File: src/rtl/mips_mem_arbiter.sv
// Shares one memory port between instruction fetch and load/store traffic.
// Data wins arbitration, with a starvation bound that eventually forces a fetch through.
module mips_mem_arbiter #(
  parameter int ADDR_W     = 32,
  parameter int DATA_W     = 32,
  parameter int MEM_LAT    = 2,
  parameter int STARVE_MAX = 4
) (
  input  logic              clk,
  input  logic              rst,
  input  logic              if_req,
  input  logic [ADDR_W-1:0] if_addr,
  output logic              if_gnt,
  output logic              if_rvalid,
  output logic [DATA_W-1:0] if_rdata,
  input  logic              dm_req,
  input  logic              dm_we,
  input  logic [ADDR_W-1:0] dm_addr,
  input  logic [DATA_W-1:0] dm_wdata,
  output logic              dm_gnt,
  output logic              dm_rvalid,
  output logic [DATA_W-1:0] dm_rdata,
  output logic              mem_en,
  output logic              mem_we,
  output logic [ADDR_W-1:0] mem_addr,
  output logic [DATA_W-1:0] mem_wdata,
  input  logic [DATA_W-1:0] mem_rdata,
  output logic              busy
);

  localparam logic [1:0] ST_IDLE   = 2'd0;
  localparam logic [1:0] ST_ACCESS = 2'd1;
  localparam logic [1:0] ST_RESP   = 2'd2;

  localparam int LAT_W = (MEM_LAT > 1) ? $clog2(MEM_LAT) : 1;
  localparam int STV_W = $clog2(STARVE_MAX + 1);
  localparam logic [LAT_W-1:0] LAT_INIT = LAT_W'(MEM_LAT - 1);
  localparam logic [STV_W-1:0] STV_MAX  = STV_W'(STARVE_MAX);

  logic [1:0]        r_state;
  logic [LAT_W-1:0]  r_lat_cnt;
  logic [STV_W-1:0]  r_starve_cnt;
  logic              r_sel_dm;
  logic              r_if_gnt;
  logic              r_if_rvalid;
  logic [DATA_W-1:0] r_if_rdata;
  logic              r_dm_gnt;
  logic              r_dm_rvalid;
  logic [DATA_W-1:0] r_dm_rdata;
  logic              r_mem_en;
  logic              r_mem_we;
  logic [ADDR_W-1:0] r_mem_addr;
  logic [DATA_W-1:0] r_mem_wdata;

  logic w_any_req;
  logic w_dm_wins;

  // Arbitration: data first unless a waiting fetch has hit the starvation bound
  always_comb begin
    w_any_req = if_req | dm_req;
    if (dm_req && !(if_req && (r_starve_cnt == STV_MAX))) begin
      w_dm_wins = 1'b1;
    end else begin
      w_dm_wins = 1'b0;
    end
  end

  // Access sequencer: IDLE accepts, ACCESS holds the memory for MEM_LAT cycles, RESP returns data
  always_ff @(posedge clk or posedge rst) begin
    if (rst) begin
      r_state      <= ST_IDLE;
      r_lat_cnt    <= {LAT_W{1'b0}};
      r_starve_cnt <= {STV_W{1'b0}};
      r_sel_dm     <= 1'b0;
      r_if_gnt     <= 1'b0;
      r_if_rvalid  <= 1'b0;
      r_if_rdata   <= {DATA_W{1'b0}};
      r_dm_gnt     <= 1'b0;
      r_dm_rvalid  <= 1'b0;
      r_dm_rdata   <= {DATA_W{1'b0}};
      r_mem_en     <= 1'b0;
      r_mem_we     <= 1'b0;
      r_mem_addr   <= {ADDR_W{1'b0}};
      r_mem_wdata  <= {DATA_W{1'b0}};
    end else begin
      r_if_gnt    <= 1'b0;
      r_dm_gnt    <= 1'b0;
      r_if_rvalid <= 1'b0;
      r_dm_rvalid <= 1'b0;
      case (r_state)
        ST_IDLE: begin
          if (w_any_req) begin
            r_state   <= ST_ACCESS;
            r_lat_cnt <= LAT_INIT;
            r_sel_dm  <= w_dm_wins;
            r_mem_en  <= 1'b1;
            if (w_dm_wins) begin
              r_mem_we    <= dm_we;
              r_mem_addr  <= dm_addr;
              r_mem_wdata <= dm_wdata;
              r_dm_gnt    <= 1'b1;
              if (if_req && (r_starve_cnt != STV_MAX)) begin
                r_starve_cnt <= r_starve_cnt + STV_W'(1);
              end
            end else begin
              r_mem_we     <= 1'b0;
              r_mem_addr   <= if_addr;
              r_if_gnt     <= 1'b1;
              r_starve_cnt <= {STV_W{1'b0}};
            end
          end
        end
        ST_ACCESS: begin
          if (r_lat_cnt == {LAT_W{1'b0}}) begin
            r_state  <= ST_RESP;
            r_mem_en <= 1'b0;
            r_mem_we <= 1'b0;
            if (r_sel_dm) begin
              r_dm_rvalid <= 1'b1;
              // Stores complete without disturbing the last load result
              if (!r_mem_we) begin
                r_dm_rdata <= mem_rdata;
              end
            end else begin
              r_if_rvalid <= 1'b1;
              r_if_rdata  <= mem_rdata;
            end
          end else begin
            r_lat_cnt <= r_lat_cnt - LAT_W'(1);
          end
        end
        ST_RESP: begin
          r_state <= ST_IDLE;
        end
        default: begin
          r_state  <= ST_IDLE;
          r_mem_en <= 1'b0;
          r_mem_we <= 1'b0;
        end
      endcase
    end
  end

  assign if_gnt    = r_if_gnt;
  assign if_rvalid = r_if_rvalid;
  assign if_rdata  = r_if_rdata;
  assign dm_gnt    = r_dm_gnt;
  assign dm_rvalid = r_dm_rvalid;
  assign dm_rdata  = r_dm_rdata;
  assign mem_en    = r_mem_en;
  assign mem_we    = r_mem_we;
  assign mem_addr  = r_mem_addr;
  assign mem_wdata = r_mem_wdata;
  assign busy      = (r_state != ST_IDLE);

endmodule

File: config.mk
export PLATFORM = sky130hd
export DESIGN_NAME = mips_mem_arbiter
export DESIGN_NICKNAME = d
export VERILOG_FILES = /design/src/rtl/mips_mem_arbiter.sv
export SDC_FILE = /design/constraint.sdc
export NUM_CORES = 1
export LEC_CHECK = 0
export ABC_CLOCK_PERIOD_IN_PS = 3890
export BUFFER_PORTS_ARGS = -buffer_cell sky130_fd_sc_hd__buf_2
export CAP_MARGIN = 30
export CORE_MARGIN = 10
export CORE_UTILIZATION = 42
export CTS_CLUSTER_DIAMETER = 30
export DETAILED_ROUTE_END_ITERATION = 16
export GPL_ROUTABILITY_DRIVEN = 0
export MAX_ROUTING_LAYER = met4
export PLACE_DENSITY = 0.76
export SYNTH_ARGS = -nofsm -noshare
export SYNTH_HDL_FRONTEND = slang
export SYNTH_SLANG_ARGS = --single-unit
export TNS_END_PERCENT = 50
File: constraint.sdc
create_clock -name clk -period 3.89 [get_ports clk]
set_clock_uncertainty 0.1 [all_clocks]
set_input_delay 0.1945 -clock clk [delete_from_list [all_inputs] [get_ports clk]]
set_output_delay 0.1945 -clock clk [all_outputs]
set_load 0.02 [all_outputs]
After elaboration in Yosys (flattened, before gate mapping)
Cells that the tools add are included.

storage, ports and cells
  flip-flop bits (word level) = 141
  latch bits = 0
  memory bits (writable) = 0
  memory bits (read-only) = 0
  input bits = 133
  output and inout port bits = 135
  logic and storage cells = 70
  memories = 0

cells by class
  add/subtract/negate cells = 2
  multiply operators = 0
  div/mod/pow operators = 0
  $lt $le $gt $ge = 0
  equality and inequality tests = 7
  shift-type cells = 0
  mux-type cells = 27
  bitwise gates (word level) = 5
  reductions and logical operators = 15

operators with widths
  cell                 number
  $mux 32              1
  $mux 1               18
  $reduce_and 3->1     4
  $mux 3               2
  $pmux 1 s3           2
  $reduce_and 2->1     3
  $mux 2               2
  $ne 2x2->1 const B   2
  $not 1->1            4
  $pmux 2 s2           1
  $reduce_and 4->1     1
  $reduce_bool 2->1    2
  $add 3x1->3 const B  1
  $eq 3x3->1 const B   1
  $logic_and 1x1->1    3
  $ne 3x3->1 const B   1
  $eq 2x1->1 const B   1
  $eq 2x2->1 const B   1
  $logic_not 2->1      1
  $ne 2x1->1 const B   1
  $pmux 1 s2           1
  $logic_not 1->1      1
  $or 1x1->1           1
  $sub 1x1->1 const B  1

Longest topological paths before layout
  depth after elaboration = 8
  mapped depth = 7
  depth with buffers taken out = 5

Least setup slack after synthesis
Ideal clock, no wire load.

  path type = flip-flop to flip-flop
  start point = reg r_starve_cnt[0]
  end point = reg r_mem_wdata[26], in the netlist mem_wdata[26]
  data arrival time = 1.515 ns
  required time = 3.663 ns
  slack = 2.147 ns
  cell stages (with the launch flop) = 8
  buffers on the path = 2
  period minus slack after synthesis = 1.743 ns
  cell sequence = dfrtp_1 -> inv_1 -> ha_1 -> nand3_2 -> and3_1 -> buf_4 -> buf_6 -> mux2_1

between the ends
  cells in the longest elaborated chain, start to end = 6

ends and longest elaborated chain
  element                     line  source
  start, declared             42    logic [STV_W-1:0] r_starve_cnt;
  start signal, assigned      73    r_starve_cnt <= {STV_W{1'b0}};
  start signal, assigned      103   r_starve_cnt <= r_starve_cnt + STV_W'(1);
  start signal, assigned      109   r_starve_cnt <= {STV_W{1'b0}};
  $eq 3x3->1                  61    if (dm_req && !(if_req && (r_starve_cnt == STV_MAX))) begin
  $logic_and 1x1->1           61
  $logic_not 1->1             61
  $logic_and 1x1->1           61
  $mux 1                      61
  $reduce_and 3->1 (no line)  -
  end signal, assigned        84    r_mem_wdata <= {DATA_W{1'b0}};
  end signal, assigned        100   r_mem_wdata <= dm_wdata;
  end, declared               53    logic [DATA_W-1:0] r_mem_wdata;

Every way passes these cells.
A chain may end at the register's enable or synchronous reset.

Worst setup path after layout
  start point = reg r_starve_cnt[0]
  end point = reg r_mem_addr[14], in the netlist mem_addr[14]

between the ends
  cells in the longest elaborated chain, start to end = 6

ends and longest elaborated chain
  element               line  source
  $eq 3x3->1            61
  $logic_and 1x1->1     61
  $logic_not 1->1       61
  $logic_and 1x1->1     61
  $mux 1                61
  $mux 32               97    if (w_dm_wins) begin
  end signal, assigned  83    r_mem_addr <= {ADDR_W{1'b0}};
  end signal, assigned  99    r_mem_addr <= dm_addr;
  end signal, assigned  107   r_mem_addr <= if_addr;
  end, declared         52    logic [ADDR_W-1:0] r_mem_addr;

Every way passes these cells.

==> out/metrics.cfg <==
[yosys]
synthCells = 439
synthDominantAreaCellType = dfrtp_1
post_synth_instance_area_sq_mm = 0.005811
flop_and_latch_count_out_of_synthesis = 141
yosysTopAreaCellShare_pct = 60.72
yosys.cell_types.count = 28
synth_seq_area_share_pct = 60.72
post_synthesis_area_per_instance_sq_um = 13.24
mappedNetlistNets = 574
top_cells_by_area_synth = dfrtp_1 61%, mux2_2 18%, o221ai_1 4.8%
yosysWarningCount = 0

[grt]
groute.layer.met2.usage_pct = 35.23
gr-max-usage-layer = met2
grt_pass1_vias = 5816
gr-usage-met3_pct = 5.681
grt_overflow_total = 0
grt_util_met1_pct = 22.49
track_usage_pct = 20.71
grt_first_pass_wirelength_um = 30220
grt_antenna_before_repair = 2
grt_start_max_net_pins = 75

[hold_path]
min_delay_path_depth = 3
hold_removal_path_class = in2reg
hold_path_end = mem_addr[20]
min_from = if_addr[20]

[clock_network]
cts.path.max_buffers = 2
worst_setup_hold_path_clk_slew_ps = 60
clock_sinks = 141
count_of_hold_fix_buffers_inserted_at_cts = 116
cts_inserted_buffers = 17
ctsRootBufferMaster = clkbuf_16
tritoncts = yes
cts.htree.levels = 4
ctsResizeCount = 0
clk_latency_ps = 410
post_cts_setup_buffer_count = 0

[floorplanning]
die-area_sq_mm = 0.01894
standard_cell_rows = 42
dieWidth_um = 137.6
fp.coreArea_sq_mm = 0.01340
start_util_pct = 43.36
dieHeight_um = 137.6
floorplan.io_pins = 268

[pwr]
leakage_nw = 4.374
power.density_mw_per_mm2 = 881.5
vdd_drop_max_mv = 0.4521

[setup_path]
critPathMaxFanout = 36
criticalPathCategory = reg2reg
rr_endpoint = mem_addr[14]
data_arrival_time_of_the_critical_path_ps = 3160
worst-r2r-setup-slack_ps = 970
crit_path_start_kind = register
crit_required_ps = 4130
timing.critical_path.to_type = register
worstRegToRegCells = 7
worstReg2RegStart = r_starve_cnt[0]

[sta]
final_min_period_over_clock_period_pct = 75.01
worst-slew-pin-transition_ps = 849.2
timing.final.setup_violations = 0
final.min_clock_period_ps = 2918
finalMaxSlewViolations = 0
grt_setup_unrepaired = false
achievable-frequency_ghz = 0.3427
setup_tns_ps = 0
finalHoldViolations = 0
timing.slew.headroom_pct = 43.39

[route]
drt-pass1-iter-count = 4
wirelength_um = 19470
detail-route-antenna-nets = 0
dr_total_vias = 5216
drc_errors = 0
drt_first_iter_violations = 279
detail_route.vias_per_cell = 5.185
wl_per_cell_um = 19.35

[placed_design]
place_area_sq_mm = 0.007321
buffer_ports.inserted = 267
hpwl_um = 12640

[cells_and_area]
layout-drive-gt1-share_pct = 49.15
net_count_of_the_finished_layout = 950
flow.area_growth_from_synthesis_pct = 56.76
stdcell_area_sq_mm = 0.009109

[status]
run_status = completed

[run]
drv.max_cap_violation_count = 0

[how the worst max path moves through the flow]
stage | startpoint | endpoint | slack (ps)
finish | r_starve_cnt[0] | mem_addr[14] | 970
global route | r_starve_cnt[0] | mem_addr[14] | 760
CTS | r_starve_cnt[0] | mem_addr[12] | 1030
detailed placement | r_starve_cnt[0] | mem_wdata[7] | 1220
global placement | r_starve_cnt[0] | mem_wdata[21] | 1350
floorplan | rst | dm_gnt | 1830
[cells in the mapped netlist]
| cell type | instances |
|---|---|
| dfrtp_1 | 141 |
| mux2_2 | 93 |
| inv_1 | 37 |
| nand3_1 | 33 |
| nand4_1 | 33 |
| o221ai_1 | 32 |
| clkbuf_1 | 19 |
| buf_2 | 10 |
| nand2_1 | 5 |
| buf_4 | 4 |
| o21ai_0 | 4 |
| and2_1 | 3 |
| buf_6 | 3 |
| mux2_1 | 3 |
| nor2_1 | 3 |
| a21o_1 | 2 |
| ha_1 | 2 |
| nand2b_1 | 2 |
| a22o_1 | 1 |
| a32o_1 | 1 |
| and3_1 | 1 |
| nand2b_4 | 1 |
| nand3_2 | 1 |
| nor3_2 | 1 |
| nor4b_4 | 1 |
| o22ai_1 | 1 |
| or2_0 | 1 |
| or3b_2 | 1 |
[worst max-delay path: stages (launching register included)]
cell           delay (ps)
dfrtp_1               400
inv_1                  70
ha_1                  160
nand3_2               570
and2_1                560
buf_16                220
o221ai_1              180
dlygate4sd3_1         580
[where the power goes]
group          switching, mW  internal, mW  total [mW]
registers              0.420          2.21        2.63
clock network          0.595          1.06        1.65
logic                   2.14          1.61        3.74
total                   3.15          4.88        8.03
[layout make-up]
type,count,area [sq um]
Sequential cell,141,3528
Antenna cell,2,5.005
Inverter,37,142.6
Clock buffer,22,474.2
Fill cell,916,4292
Tap cell,176,220.2
Multi-Input combinational cell,225,1973
Clock inverter,10,137.6
Timing Repair Buffer,393,2628
[through the flow]
stage	std cells	utilization (%)	total power, mW	hold WS [ps]	worst slack [ps]
4_1_cts	1003	67.86	8.042	0.5898	1034
3_5_place_dp	855	54.63	6.079	214.3	1223
6_report	1006	67.97	8.030	20.59	972.0
2_1_floorplan	439	-	4.852	223.9	1832
5_1_grt	1006	67.97	8.462	17.54	762.5
3_3_place_gp	853	54.22	5.892	212.9	1346
[cells by family after synthesis]
group                      synth area share [%]
AOI/OAI and AO/OA                         5.857
adders and majority gates                0.4306
buffers and inverters                     5.577
DFF                                       60.72
muxes                                     18.60
and+or+nand+nor                           8.807
[cells in the final DEF (no fill, tap or decap), drive strengths merged, types with 2 or more instances in the layout]
master	instances
clkinvlp	3
buf	276
nand2	5
o21ai	4
dlygate4sd3	117
ha	2
dfrtp	141
diode	2
a21o	2
mux2	96
bufinv	3
nand3	34
inv	36
nor2	3
nand4	33
o221ai	32
nand2b	3
clkinv	5
and2	3
clkbuf	22
[state kept, by name, summed over array words and instances (netlist names), 2 cells and up]
name	count
dm_rdata	32
if_rdata	32
mem_addr	32
mem_wdata	32
r_starve_cnt	3
r_state	2
[metal layers]
| metal | wire [um] | up-vias |
|---|---|---|
| li1 | - | 2353 |
| met5 | 0 | - |
| met1 | 7339 | 2555 |
| met4 | 541 | 0 |
| met2 | 9990 | 263 |
| met3 | 1599 | 45 |
(Power assumes the default switching activity.)
